### src/rtl/lbus_source_sequencer_pkg.sv
// Shared types for the L-bus source sequencer.
//   NUM_SPECIAL      : number of non-GPR selector codes that follow the GPRs
//   lbus_special_e   : special-source index (sel - NUM_GPR)
//   lbus_sel4_e      : legacy fixed 4-bit selector encoding (NUM_GPR = 8)
//   LBUS_SEQ_STATE   : sequencer FSM state
//   lbus_sel_width() : selector width for a given GPR count
package package_lbus_source_selector;

  localparam int NUM_SPECIAL = 8;

  typedef enum logic [2:0] {
    SPC_RB  = 3'd0,
    SPC_RBP = 3'd1,
    SPC_PC  = 3'd2,
    SPC_IO  = 3'd3,
    SPC_MM  = 3'd4,
    SPC_IR  = 3'd5,
    SPC_FSR = 3'd6,
    SPC_NLB = 3'd7
  } lbus_special_e;

  typedef enum logic [3:0] {
    LSEL_R0  = 4'd0,
    LSEL_R1  = 4'd1,
    LSEL_R2  = 4'd2,
    LSEL_R3  = 4'd3,
    LSEL_R4  = 4'd4,
    LSEL_R5  = 4'd5,
    LSEL_R6  = 4'd6,
    LSEL_R7  = 4'd7,
    LSEL_RB  = 4'd8,
    LSEL_RBP = 4'd9,
    LSEL_PC  = 4'd10,
    LSEL_IO  = 4'd11,
    LSEL_MM  = 4'd12,
    LSEL_IR  = 4'd13,
    LSEL_FSR = 4'd14,
    LSEL_NLB = 4'd15
  } lbus_sel4_e;

  typedef enum logic [1:0] {
    ST_IDLE    = 2'd0,
    ST_WAIT_IO = 2'd1,
    ST_WAIT_MM = 2'd2
  } LBUS_SEQ_STATE;

  function automatic int lbus_sel_width(input int num_gpr);
    return $clog2(num_gpr + NUM_SPECIAL);
  endfunction

endpackage

### src/rtl/lbus_source_sequencer_slow_handshake.sv
// lbus_slow_handshake: registered req/ack handshake with a timeout counter
// for one slow L-bus source.
//   clk, n_rst : clock, asynchronous active-low reset
//   start      : one-cycle launch from the parent (only when no slow source busy)
//   ack        : source data valid
//   req        : registered request, high from launch until ack or timeout
//   ack_done   : ack sampled while requesting (this edge completes with data)
//   to_done    : timeout reached without ack on this edge
module lbus_slow_handshake #(
  parameter int TIMEOUT_CYCLES = 15
) (
  input  logic clk,
  input  logic n_rst,
  input  logic start,
  input  logic ack,
  output logic req,
  output logic ack_done,
  output logic to_done
);

  localparam int CNT_W_RAW = $clog2(TIMEOUT_CYCLES + 1);
  localparam int CNT_W     = (CNT_W_RAW < 1) ? 1 : CNT_W_RAW;
  localparam int LAST_I    = (TIMEOUT_CYCLES > 0) ? TIMEOUT_CYCLES - 1 : 0;
  localparam logic [CNT_W-1:0] CNT_LAST = CNT_W'(LAST_I);
  localparam logic [CNT_W-1:0] CNT_MAX  = '1;

  logic [CNT_W-1:0] cnt;
  logic             to_hit;

  // Counter value c during a cycle means c edges have passed since launch,
  // so matching TIMEOUT_CYCLES-1 keeps req high for exactly TIMEOUT_CYCLES.
  assign to_hit   = (TIMEOUT_CYCLES != 0) && (cnt == CNT_LAST);
  assign ack_done = req && ack;
  assign to_done  = req && !ack && to_hit;

  always_ff @(posedge clk or negedge n_rst) begin
    if (!n_rst) begin
      req <= 1'b0;
      cnt <= '0;
    end else if (start) begin
      req <= 1'b1;
      cnt <= '0;
    end else if (req) begin
      if (ack || to_hit) begin
        req <= 1'b0;
      end else if (cnt != CNT_MAX) begin
        // Saturate so a disabled timeout never wraps into a false match.
        cnt <= cnt + 1'b1;
      end
    end
  end

endmodule

### src/rtl/lbus_source_sequencer.sv
// lbus_source_sequencer: registered L-bus source stage.
// Handshake: a transfer starts on an edge where issue=1 and ready=1; issue
// while ready=0 is dropped. lbus_valid pulses for one cycle whenever
// lbus_data is updated. Slow sources hold req high until ack is sampled
// high or the timeout expires; acks seen while not requesting are ignored.
//   clk, n_rst        : clock, asynchronous active-low reset
//   issue, sel        : transfer request and source selector
//   ready             : idle, can accept issue
//   gpr_data          : flattened GPR file, R0 in LSBs
//   rb/rbp/pc/ir/fsr  : fast special sources
//   io_*, mm_*        : slow source handshakes
//   lbus_data/valid   : registered bus value and update pulse
//   sel_err           : illegal selector pulse (with valid)
//   timeout_err       : sticky timeout flag, cleared by err_clr
//   state_dbg         : current FSM state
module lbus_source_sequencer
  import package_lbus_source_selector::*;
#(
  parameter int DATA_WIDTH     = 16,
  parameter int NUM_GPR        = 8,
  parameter int SEL_WIDTH      = lbus_sel_width(NUM_GPR),
  parameter int TIMEOUT_CYCLES = 15
) (
  input  logic                          clk,
  input  logic                          n_rst,
  input  logic                          issue,
  input  logic [SEL_WIDTH-1:0]          sel,
  output logic                          ready,
  input  logic [NUM_GPR*DATA_WIDTH-1:0] gpr_data,
  input  logic [DATA_WIDTH-1:0]         rb_data,
  input  logic [DATA_WIDTH-1:0]         rbp_data,
  input  logic [DATA_WIDTH-1:0]         pc_data,
  input  logic [DATA_WIDTH-1:0]         ir_data,
  input  logic [DATA_WIDTH-1:0]         fsr_data,
  output logic                          io_req,
  input  logic                          io_ack,
  input  logic [DATA_WIDTH-1:0]         io_rdata,
  output logic                          mm_req,
  input  logic                          mm_ack,
  input  logic [DATA_WIDTH-1:0]         mm_rdata,
  output logic [DATA_WIDTH-1:0]         lbus_data,
  output logic                          lbus_valid,
  output logic                          sel_err,
  output logic                          timeout_err,
  input  logic                          err_clr,
  output LBUS_SEQ_STATE                 state_dbg
);

  localparam int GPR_IDX_W = $clog2(NUM_GPR);

  LBUS_SEQ_STATE state, state_nx;

  logic [DATA_WIDTH-1:0] gpr_arr [NUM_GPR];
  logic [DATA_WIDTH-1:0] fast_value;
  logic [2:0]            spc_raw;
  logic                  is_io, is_mm, illegal;
  logic                  slow_busy, accept;
  logic                  io_start, mm_start;
  logic                  io_ack_done, io_to_done, mm_ack_done, mm_to_done;
  logic                  io_finish, mm_finish;

  for (genvar g = 0; g < NUM_GPR; g++) begin : g_gpr
    assign gpr_arr[g] = gpr_data[g*DATA_WIDTH +: DATA_WIDTH];
  end

  assign spc_raw = 3'(sel - SEL_WIDTH'(NUM_GPR));

  // Selector decode; NLB and illegal codes both put zero on the bus.
  always_comb begin
    fast_value = '0;
    is_io      = 1'b0;
    is_mm      = 1'b0;
    illegal    = 1'b0;
    if (int'(sel) < NUM_GPR) begin
      fast_value = gpr_arr[sel[GPR_IDX_W-1:0]];
    end else if (int'(sel) - NUM_GPR >= NUM_SPECIAL) begin
      illegal = 1'b1;
    end else begin
      case (lbus_special_e'(spc_raw))
        SPC_RB:  fast_value = rb_data;
        SPC_RBP: fast_value = rbp_data;
        SPC_PC:  fast_value = pc_data;
        SPC_IO:  is_io      = 1'b1;
        SPC_MM:  is_mm      = 1'b1;
        SPC_IR:  fast_value = ir_data;
        SPC_FSR: fast_value = fsr_data;
        default: fast_value = '0;
      endcase
    end
  end

  // Only one slow source may be in flight at a time.
  assign slow_busy = io_req || mm_req;
  assign accept    = issue && (state == ST_IDLE);
  assign io_start  = accept && is_io && !slow_busy;
  assign mm_start  = accept && is_mm && !slow_busy;
  assign io_finish = (state == ST_WAIT_IO) && (io_ack_done || io_to_done);
  assign mm_finish = (state == ST_WAIT_MM) && (mm_ack_done || mm_to_done);

  lbus_slow_handshake #(.TIMEOUT_CYCLES(TIMEOUT_CYCLES)) u_io_hs (
    .clk      (clk),
    .n_rst    (n_rst),
    .start    (io_start),
    .ack      (io_ack),
    .req      (io_req),
    .ack_done (io_ack_done),
    .to_done  (io_to_done)
  );

  lbus_slow_handshake #(.TIMEOUT_CYCLES(TIMEOUT_CYCLES)) u_mm_hs (
    .clk      (clk),
    .n_rst    (n_rst),
    .start    (mm_start),
    .ack      (mm_ack),
    .req      (mm_req),
    .ack_done (mm_ack_done),
    .to_done  (mm_to_done)
  );

  // State register.
  always_ff @(posedge clk or negedge n_rst) begin
    if (!n_rst) state <= ST_IDLE;
    else        state <= state_nx;
  end

  // Next-state logic.
  always_comb begin
    state_nx = state;
    case (state)
      ST_IDLE: begin
        if (io_start)      state_nx = ST_WAIT_IO;
        else if (mm_start) state_nx = ST_WAIT_MM;
      end
      ST_WAIT_IO: if (io_finish) state_nx = ST_IDLE;
      ST_WAIT_MM: if (mm_finish) state_nx = ST_IDLE;
      default:    state_nx = ST_IDLE;
    endcase
  end

  // Outputs decoded from state.
  always_comb begin
    ready     = (state == ST_IDLE);
    state_dbg = state;
  end

  // Bus datapath and error flags.
  always_ff @(posedge clk or negedge n_rst) begin
    if (!n_rst) begin
      lbus_data   <= '0;
      lbus_valid  <= 1'b0;
      sel_err     <= 1'b0;
      timeout_err <= 1'b0;
    end else begin
      lbus_valid <= 1'b0;
      sel_err    <= 1'b0;
      if (accept && !is_io && !is_mm) begin
        lbus_data  <= fast_value;
        lbus_valid <= 1'b1;
        sel_err    <= illegal;
      end else if (io_finish) begin
        lbus_data  <= io_ack_done ? io_rdata : '0;
        lbus_valid <= 1'b1;
      end else if (mm_finish) begin
        lbus_data  <= mm_ack_done ? mm_rdata : '0;
        lbus_valid <= 1'b1;
      end
      // A timeout on the same edge as err_clr keeps the flag set.
      if ((io_finish && io_to_done) || (mm_finish && mm_to_done)) begin
        timeout_err <= 1'b1;
      end else if (err_clr) begin
        timeout_err <= 1'b0;
      end
    end
  end

endmodule

### config.mk
export PLATFORM = sky130hd
export DESIGN_NAME = lbus_source_sequencer
export DESIGN_NICKNAME = d
export VERILOG_FILES = /design/src/rtl/lbus_source_sequencer_pkg.sv /design/src/rtl/lbus_source_sequencer_slow_handshake.sv /design/src/rtl/lbus_source_sequencer.sv
export SDC_FILE = /design/constraint.sdc
export NUM_CORES = 1
export LEC_CHECK = 0
export CAP_MARGIN = 10
export CORE_ASPECT_RATIO = 0.6
export CORE_MARGIN = 8
export CORE_UTILIZATION = 25
export DETAILED_ROUTE_END_ITERATION = 8
export PLACE_DENSITY_LB_ADDON = 0.08
export SLEW_MARGIN = 10
export SYNTH_ARGS = -nofsm -noshare
export SYNTH_HDL_FRONTEND = slang
export SYNTH_SLANG_ARGS = --single-unit
### constraint.sdc
create_clock -name clk -period 1.8 [get_ports clk]
set_clock_uncertainty 0.1 [all_clocks]
set_input_delay 0.45 -clock clk [delete_from_list [all_inputs] [get_ports clk]]
set_output_delay 0.45 -clock clk [all_outputs]
set_load 0.05 [all_outputs]
# ---- Word-level counts from Yosys, hierarchy flattened
# Cells that the tools add are included.
dict set report word_totals {
  register_bits 31
  inputBits 250
  output_inout_bits 24
  elab_cells 117
}
dict set report op_classes {
  add_sub_neg 4
  n_lt_le_gt_ge 3
  n_eq_ne 17
  n_mux 44
  n_bitwise 1
  reduce_logical 39
}
# cell count
set ops {}
lappend ops {{$mux 16} 9}
lappend ops {{$pmux 16 s5} 1}
lappend ops {{$bmux 16 s3} 1}
lappend ops {{$mux 4} 8}
lappend ops {{$mux 1} 20}
lappend ops {{$logic_and 1x1->1} 17}
lappend ops {{$reduce_bool 2->1} 5}
lappend ops {{$eq 3x3->1 const B} 3}
lappend ops {{$reduce_and 3->1} 3}
lappend ops {{$add 4x1->4 const B} 2}
lappend ops {{$eq 4x4->1 const B} 2}
lappend ops {{$mux 2} 4}
lappend ops {{$ne 2x2->1 const B} 4}
lappend ops {{$ne 4x4->1 const B} 2}
lappend ops {{$eq 3x2->1 const B} 2}
lappend ops {{$logic_or 1x1->1} 6}
lappend ops {{$pmux 2 s3} 1}
lappend ops {{$ge 5x5->1 const B} 1}
lappend ops {{$logic_not 1->1} 5}
lappend ops {{$sub 4x4->5 const B} 1}
lappend ops {{$ge 4x4->1 const B} 1}
lappend ops {{$lt 4x4->1 const B} 1}
lappend ops {{$not 3->4} 1}
lappend ops {{$eq 3x1->1 const B} 1}
lappend ops {{other kinds (7)} 7}

# ---- Logic depth before layout (Yosys ltp)
dict set report depth {
  ltp_word 10
  depth_mapped 8
  ltp_nobuf 7
}

# ---- By module
# From an unflattened synthesis, not the netlist that was laid out.
dict set report unflattened {
  hier_cells 374
  hier_area_um2 3607.2
}
# module n_inst cells_each area_each_um2 seq_area_each_um2
set by_module_without_submodules {}
lappend by_module_without_submodules {lbus_source_sequencer 1 314 3000.4 525.5}
lappend by_module_without_submodules {{lbus_slow_handshake at u_io_hs} 1 30 310.3 125.1}
lappend by_module_without_submodules {{lbus_slow_handshake at u_mm_hs} 1 30 296.5 125.1}

# ---- Worst setup path before layout
# No wires, ideal clock.
dict set report synth_timing {
  path_kind {reg2reg}
  startpoint {reg state[1], in the netlist state_dbg[1]}
  endpoint {reg lbus_data[4]}
  setup_ns 0.104
  arrival_time_ns 2.501
  required_ns 1.596
  setup_slack_ns -0.905
  path_stages_with_launch 7
  path_buffers 1
  period_less_slack_ns 2.705
  cell_sequence {dfrtp_1 -> nor2_1 -> nand2_1 -> nor3b_2 -> clkbuf_1 -> a22oi_1 -> o311ai_1}
}
dict set report synth_between {
  elab_chain_len 5
  elab_cells_between_ends 11
  classes_between {eq/ne (2); mux (2); reduce/logical (7)}
}
# element line_no
set synth_lines {}
lappend synth_lines {{from (decl)} lbus_source_sequencer.sv:51} ;# LBUS_SEQ_STATE state, state_nx;
lappend synth_lines {{from (signal assigned)} lbus_source_sequencer.sv:123} ;# else state <= state_nx;
lappend synth_lines {{$logic_not 2->1 *} -}
lappend synth_lines {{net ready} lbus_source_sequencer.sv:28} ;# output logic ready,
lappend synth_lines {{$logic_and 1x1->1 *} lbus_source_sequencer.sv:94} ;# assign accept = issue && (state == ST_IDLE);
lappend synth_lines {{$logic_and 1x1->1 * (2 in series)} lbus_source_sequencer.sv:156} ;# if (accept && !is_io && !is_mm) begin
lappend synth_lines {{$reduce_bool 3->1 (no source line) or $mux 16 (tied branches)} -}
lappend synth_lines {{to (signal assigned)} lbus_source_sequencer.sv:157} ;# lbus_data <= fast_value;
lappend synth_lines {{to (signal assigned)} lbus_source_sequencer.sv:161} ;# lbus_data <= io_ack_done ? io_rdata : '0;
lappend synth_lines {{to (signal assigned)} lbus_source_sequencer.sv:164} ;# lbus_data <= mm_ack_done ? mm_rdata : '0;
lappend synth_lines {{to (decl)} lbus_source_sequencer.sv:41} ;# output logic [DATA_WIDTH-1:0] lbus_data,
# Mark *: on every way through the listed nets, which the timed path passes. The rest lies on a longest branch.
# A chain may end at the register's enable or synchronous reset.

# ---- Worst setup path after layout
dict set report layout_timing {
  startpoint {reg u_mm_hs.cnt[0]}
  endpoint {reg lbus_data[4]}
}
dict set report layout_between {
  elab_chain_len 5
}
# element line_no
set layout_lines {}
lappend layout_lines {{from (decl)} lbus_source_sequencer_slow_handshake.sv:27} ;# logic [CNT_W-1:0] cnt;
lappend layout_lines {{from (signal assigned)} lbus_source_sequencer_slow_handshake.sv:48} ;# cnt <= cnt + 1'b1;
lappend layout_lines {{$eq 4x4->1} lbus_source_sequencer_slow_handshake.sv:32} ;# assign to_hit = (TIMEOUT_CYCLES != 0) && (cnt == CNT_LAST);
lappend layout_lines {{$logic_and 1x1->1} lbus_source_sequencer_slow_handshake.sv:34} ;# assign to_done = req && !ack && to_hit;
lappend layout_lines {{$logic_or 1x1->1} lbus_source_sequencer.sv:98} ;# assign mm_finish = (state == ST_WAIT_MM) && (mm_ack_done || mm_to_done);
lappend layout_lines {{$logic_and 1x1->1} lbus_source_sequencer.sv:98}
lappend layout_lines {{$reduce_bool 3->1 (no source line)} -}
# Every way passes these cells.

==> impl_metrics.env <==
export IMPL_final_common_cell="clkdlybuf4s50_1"
export IMPL_grt_max_degree=32
export IMPL_rsz0062_at_grt="yes"
export IMPL_diodes=0
export IMPL_synth_top_area_cell="dfrtp_1"
export IMPL_yosys_cell_types_count=44
export IMPL_synth_top_family_by_area="compound AO/OA/AOI/OAI gates"
export IMPL_cts_max_level=2
export IMPL_synth_compound_area_share=0.2749
export IMPL_synth_xor_area_frac=0.01626
export IMPL_mostFrequentLayoutCells="clkdlybuf4s50_1, buf_4, nor2_1"
export IMPL_grt_use_total=0.2154
export IMPL_grt_pass1_wl_um=27950
export IMPL_r2r_end="lbus_data[4]"
export IMPL_cts_buffers=5
export IMPL_intPower_mw=3.600
export IMPL_tightest_slew_ns=0.7611
export IMPL_critPathMaxFanout=6
export IMPL_port_buffers=273
export IMPL_max_freq_mhz=505.2
export IMPL_hold_buffers=0
export IMPL_combPwrFrac=0.641
export IMPL_finalWirelength_um=18670
export IMPL_vdd_drop_max_mv=0.4096
export IMPL_drtIter0Drc=205
export IMPL_seq_area_frac_synth=0.2400
export IMPL_violations="setup timing"
export IMPL_layout_nets=887
export IMPL_cts_root_buf="clkbuf_16"
export IMPL_p_sw_frac=0.3962
export IMPL_clk_pin_slew_ns=0.06
export IMPL_fin_crit_ns=1.980
export IMPL_synthTopCellsByArea="dfrtp_1, mux4_2, a22oi_1, nor2_1, mux2i_1"
export IMPL_worstSetupEndpointType="flip-flop"
export IMPL_dp_cells=784
export IMPL_hold_violations=0
export IMPL_detail_route_vias_per_cell=5.276
export IMPL_tritoncts="built"
export IMPL_area_growth_pct=125.9
export IMPL_worst_r2r_cell_count=9
export IMPL_synth_edff_count=0
export IMPL_p_sw_mw=2.363
export IMPL_vias=4242
export IMPL_die_w_um=162.8
export IMPL_place_congestion=0.8552
export IMPL_critPathSlowestCell="dfrtp_1"
export IMPL_start_util=0.2538
export IMPL_r2r_setup_slack_ns=-0.18
export IMPL_dp_hpwl_um=15750
export IMPL_cp_required_ns=1.88
export IMPL_grt_pass1_vias=4856
export IMPL_max_cap_violations=0
export IMPL_synth_fa_ha_area_frac=0.01549
export IMPL_top_level_ports=274
export IMPL_crit_path_start_kind="flip-flop"
export IMPL_synth_area_um2=3232
export IMPL_firstDrtPassIters=5
export IMPL_layout_drive_gt1_share=0.2950
export IMPL_cellPowerDensity_nw_per_um2=816.8
export IMPL_rows=32
export IMPL_worstSetupPathType="reg -> reg"
export IMPL_die_h_um=104.1
export IMPL_p_seq_frac=0.213
export IMPL_ant_nets=0
export IMPL_synth_seq_cells=31
export IMPL_synth_top_area_frac=0.2400
export IMPL_yosysWarnings=0
export IMPL_coreArea_um2=12730
export IMPL_r2r_start="u_mm_hs.cnt[0]"
export IMPL_drc_errors=0
export IMPL_place_area_um2=6770
export IMPL_status="complete, but fails checks"
export IMPL_fin_ws_ns=-0.1795
export IMPL_insertion_delay_ns=0.28
export IMPL_slowest_delay_ns=0.38
export IMPL_slew_headroom=0.4926
export IMPL_leakage_nw=2.859
export IMPL_hold_class="in -> async"
export IMPL_finalSetupViolCount=16
export IMPL_gr_total_overflow=0
export IMPL_avgRoutedWirePerCell_um=23.22
export IMPL_die_area_um2=16940
export IMPL_cpMostUsedCell="buf_6"
export IMPL_holdWs_ns=0.1327
export IMPL_clock_sinks=31
export IMPL_antenna_found_initial=0
export IMPL_drv_slew=0
export IMPL_p_clk_frac=0.146
export IMPL_cp_startpoint="u_mm_hs.cnt[0]"
export IMPL_netlist_instances=318
export IMPL_synth_main_ff_cell="dfrtp_1"
export IMPL_synth_nets=572
export IMPL_postSynth_asyncResetShare=1.000
export IMPL_instances_no_fill=804
export IMPL_crit_chain="inv_2, ha_4, a31oi_4, nand3b_1, buf_6, o21ai_4, buf_6, nor2_2, o311ai_2"
export IMPL_stdcell_area_um2=7300
export IMPL_synthMuxAreaShare=0.2726
export IMPL_timing_final_crit_share=1.100
export IMPL_cp_arrival_ns=2.06
export IMPL_synthSimpleGateAreaFrac=0.1243
export IMPL_cts_buffer_depth=2
export IMPL_avgSynthCellArea_um2=10.16
-- area by class of cell --
cell class              count  area, µm²
clock buffers               7      142.6
multi-input cells         254       2576
inverters                   4      15.01
repair buffers            337       3568
fillers                  1085       5433
clock inverters             1      5.005
well taps                 170      212.7
flip-flops and latches     31      779.5
-- cell usage after synthesis (4+ instances only) --
master    number
inv_1          4
nand3_1        6
a211o_1       17
a22oi_1       32
dfrtp_1       31
a21oi_1        4
xnor2_1        4
ha_1           4
buf_2         11
a211oi_1      16
mux2i_1       16
mux4_2        32
clkbuf_1      12
o311ai_1      11
nor2_1        48
o311ai_0       5
a221oi_1      15
nand2_1        8
nor2b_1        4
-- state kept, by name, indices dropped and copies added (netlist names) --
register and count:
lbus_data 16, u_io_hs.cnt 4, u_mm_hs.cnt 4, state_dbg 2, lbus_valid 1, sel_err 1, timeout_err 1, u_io_hs.req 1
u_mm_hs.req 1
-- per-stage QoR --
stage | total power [mW] | setup slack (ns) | utilization | setup TNS, ns
after CTS | 5.863 | -0.1452 | 0.5665 | -1.756
after global placement | 4.725 | -0.4329 | 0.5317 | -9.820
after floorplan | 2.681 | -0.1603 | - | -3.254
after detailed placement | 4.775 | -0.5340 | 0.5317 | -11.03
final | 5.962 | -0.1795 | 0.5733 | -1.945
after global routing | 6.259 | -0.2749 | 0.5733 | -3.582
-- logic make-up (layout without fill, tap and decap cells) --
family,count (synthesis),count (layout)
adder cells (fa/ha/maj),4,4
AO/OA/AOI/OAI,112,114
XOR/XNOR,6,6
other,1,1
AND/OR/NAND/NOR,81,81
multiplexers,48,48
flip-flops,31,31
buffers and inverters,35,349
-- worst max-delay path, delay by kind of cell, from the launching register on --
family | cells | cell delay (ns)
and+or+nand+nor | 2 | 0.24
DFF | 1 | 0.38
buffers and inverters | 3 | 0.42
adders and majority gates | 1 | 0.15
AOI/OAI and AO/OA | 3 | 0.58
-- power by group through the flow --
stage	Clock (mW)	Combinational [mW]	Sequential [mW]
after global placement	0	3.50	1.23
after floorplan	0	0.875	1.81
after global routing	0.923	4.03	1.30
after CTS	0.889	3.73	1.24
after detailed placement	0	3.55	1.23
final	0.869	3.82	1.27
-- metal layers --
metal,track usage,wire length (µm)
met3,0.07510,1749
met2,0.3720,9225
met4,0.03781,280
met5,0,0
met1,0.2552,7411
-- worst max path at each step --
stage	endpoint	slack, ns	depth (start not counted)
global placement	lbus_data[12]	-0.43	6
finish	lbus_data[4]	-0.18	9
floorplan	lbus_data[0]	-0.16	6
CTS	lbus_data[9]	-0.15	9
detailed placement	lbus_data[4]	-0.53	5
global route	lbus_data[4]	-0.27	9
-- repair_timing --
action	CTS	global route
gates cloned	4	0
setup buffers	7	1
pin swaps	22	12
resized for setup	41	18
endpoints found under the setup margin	17	27
No activity file was read; power rests on OpenSTA's default activity.
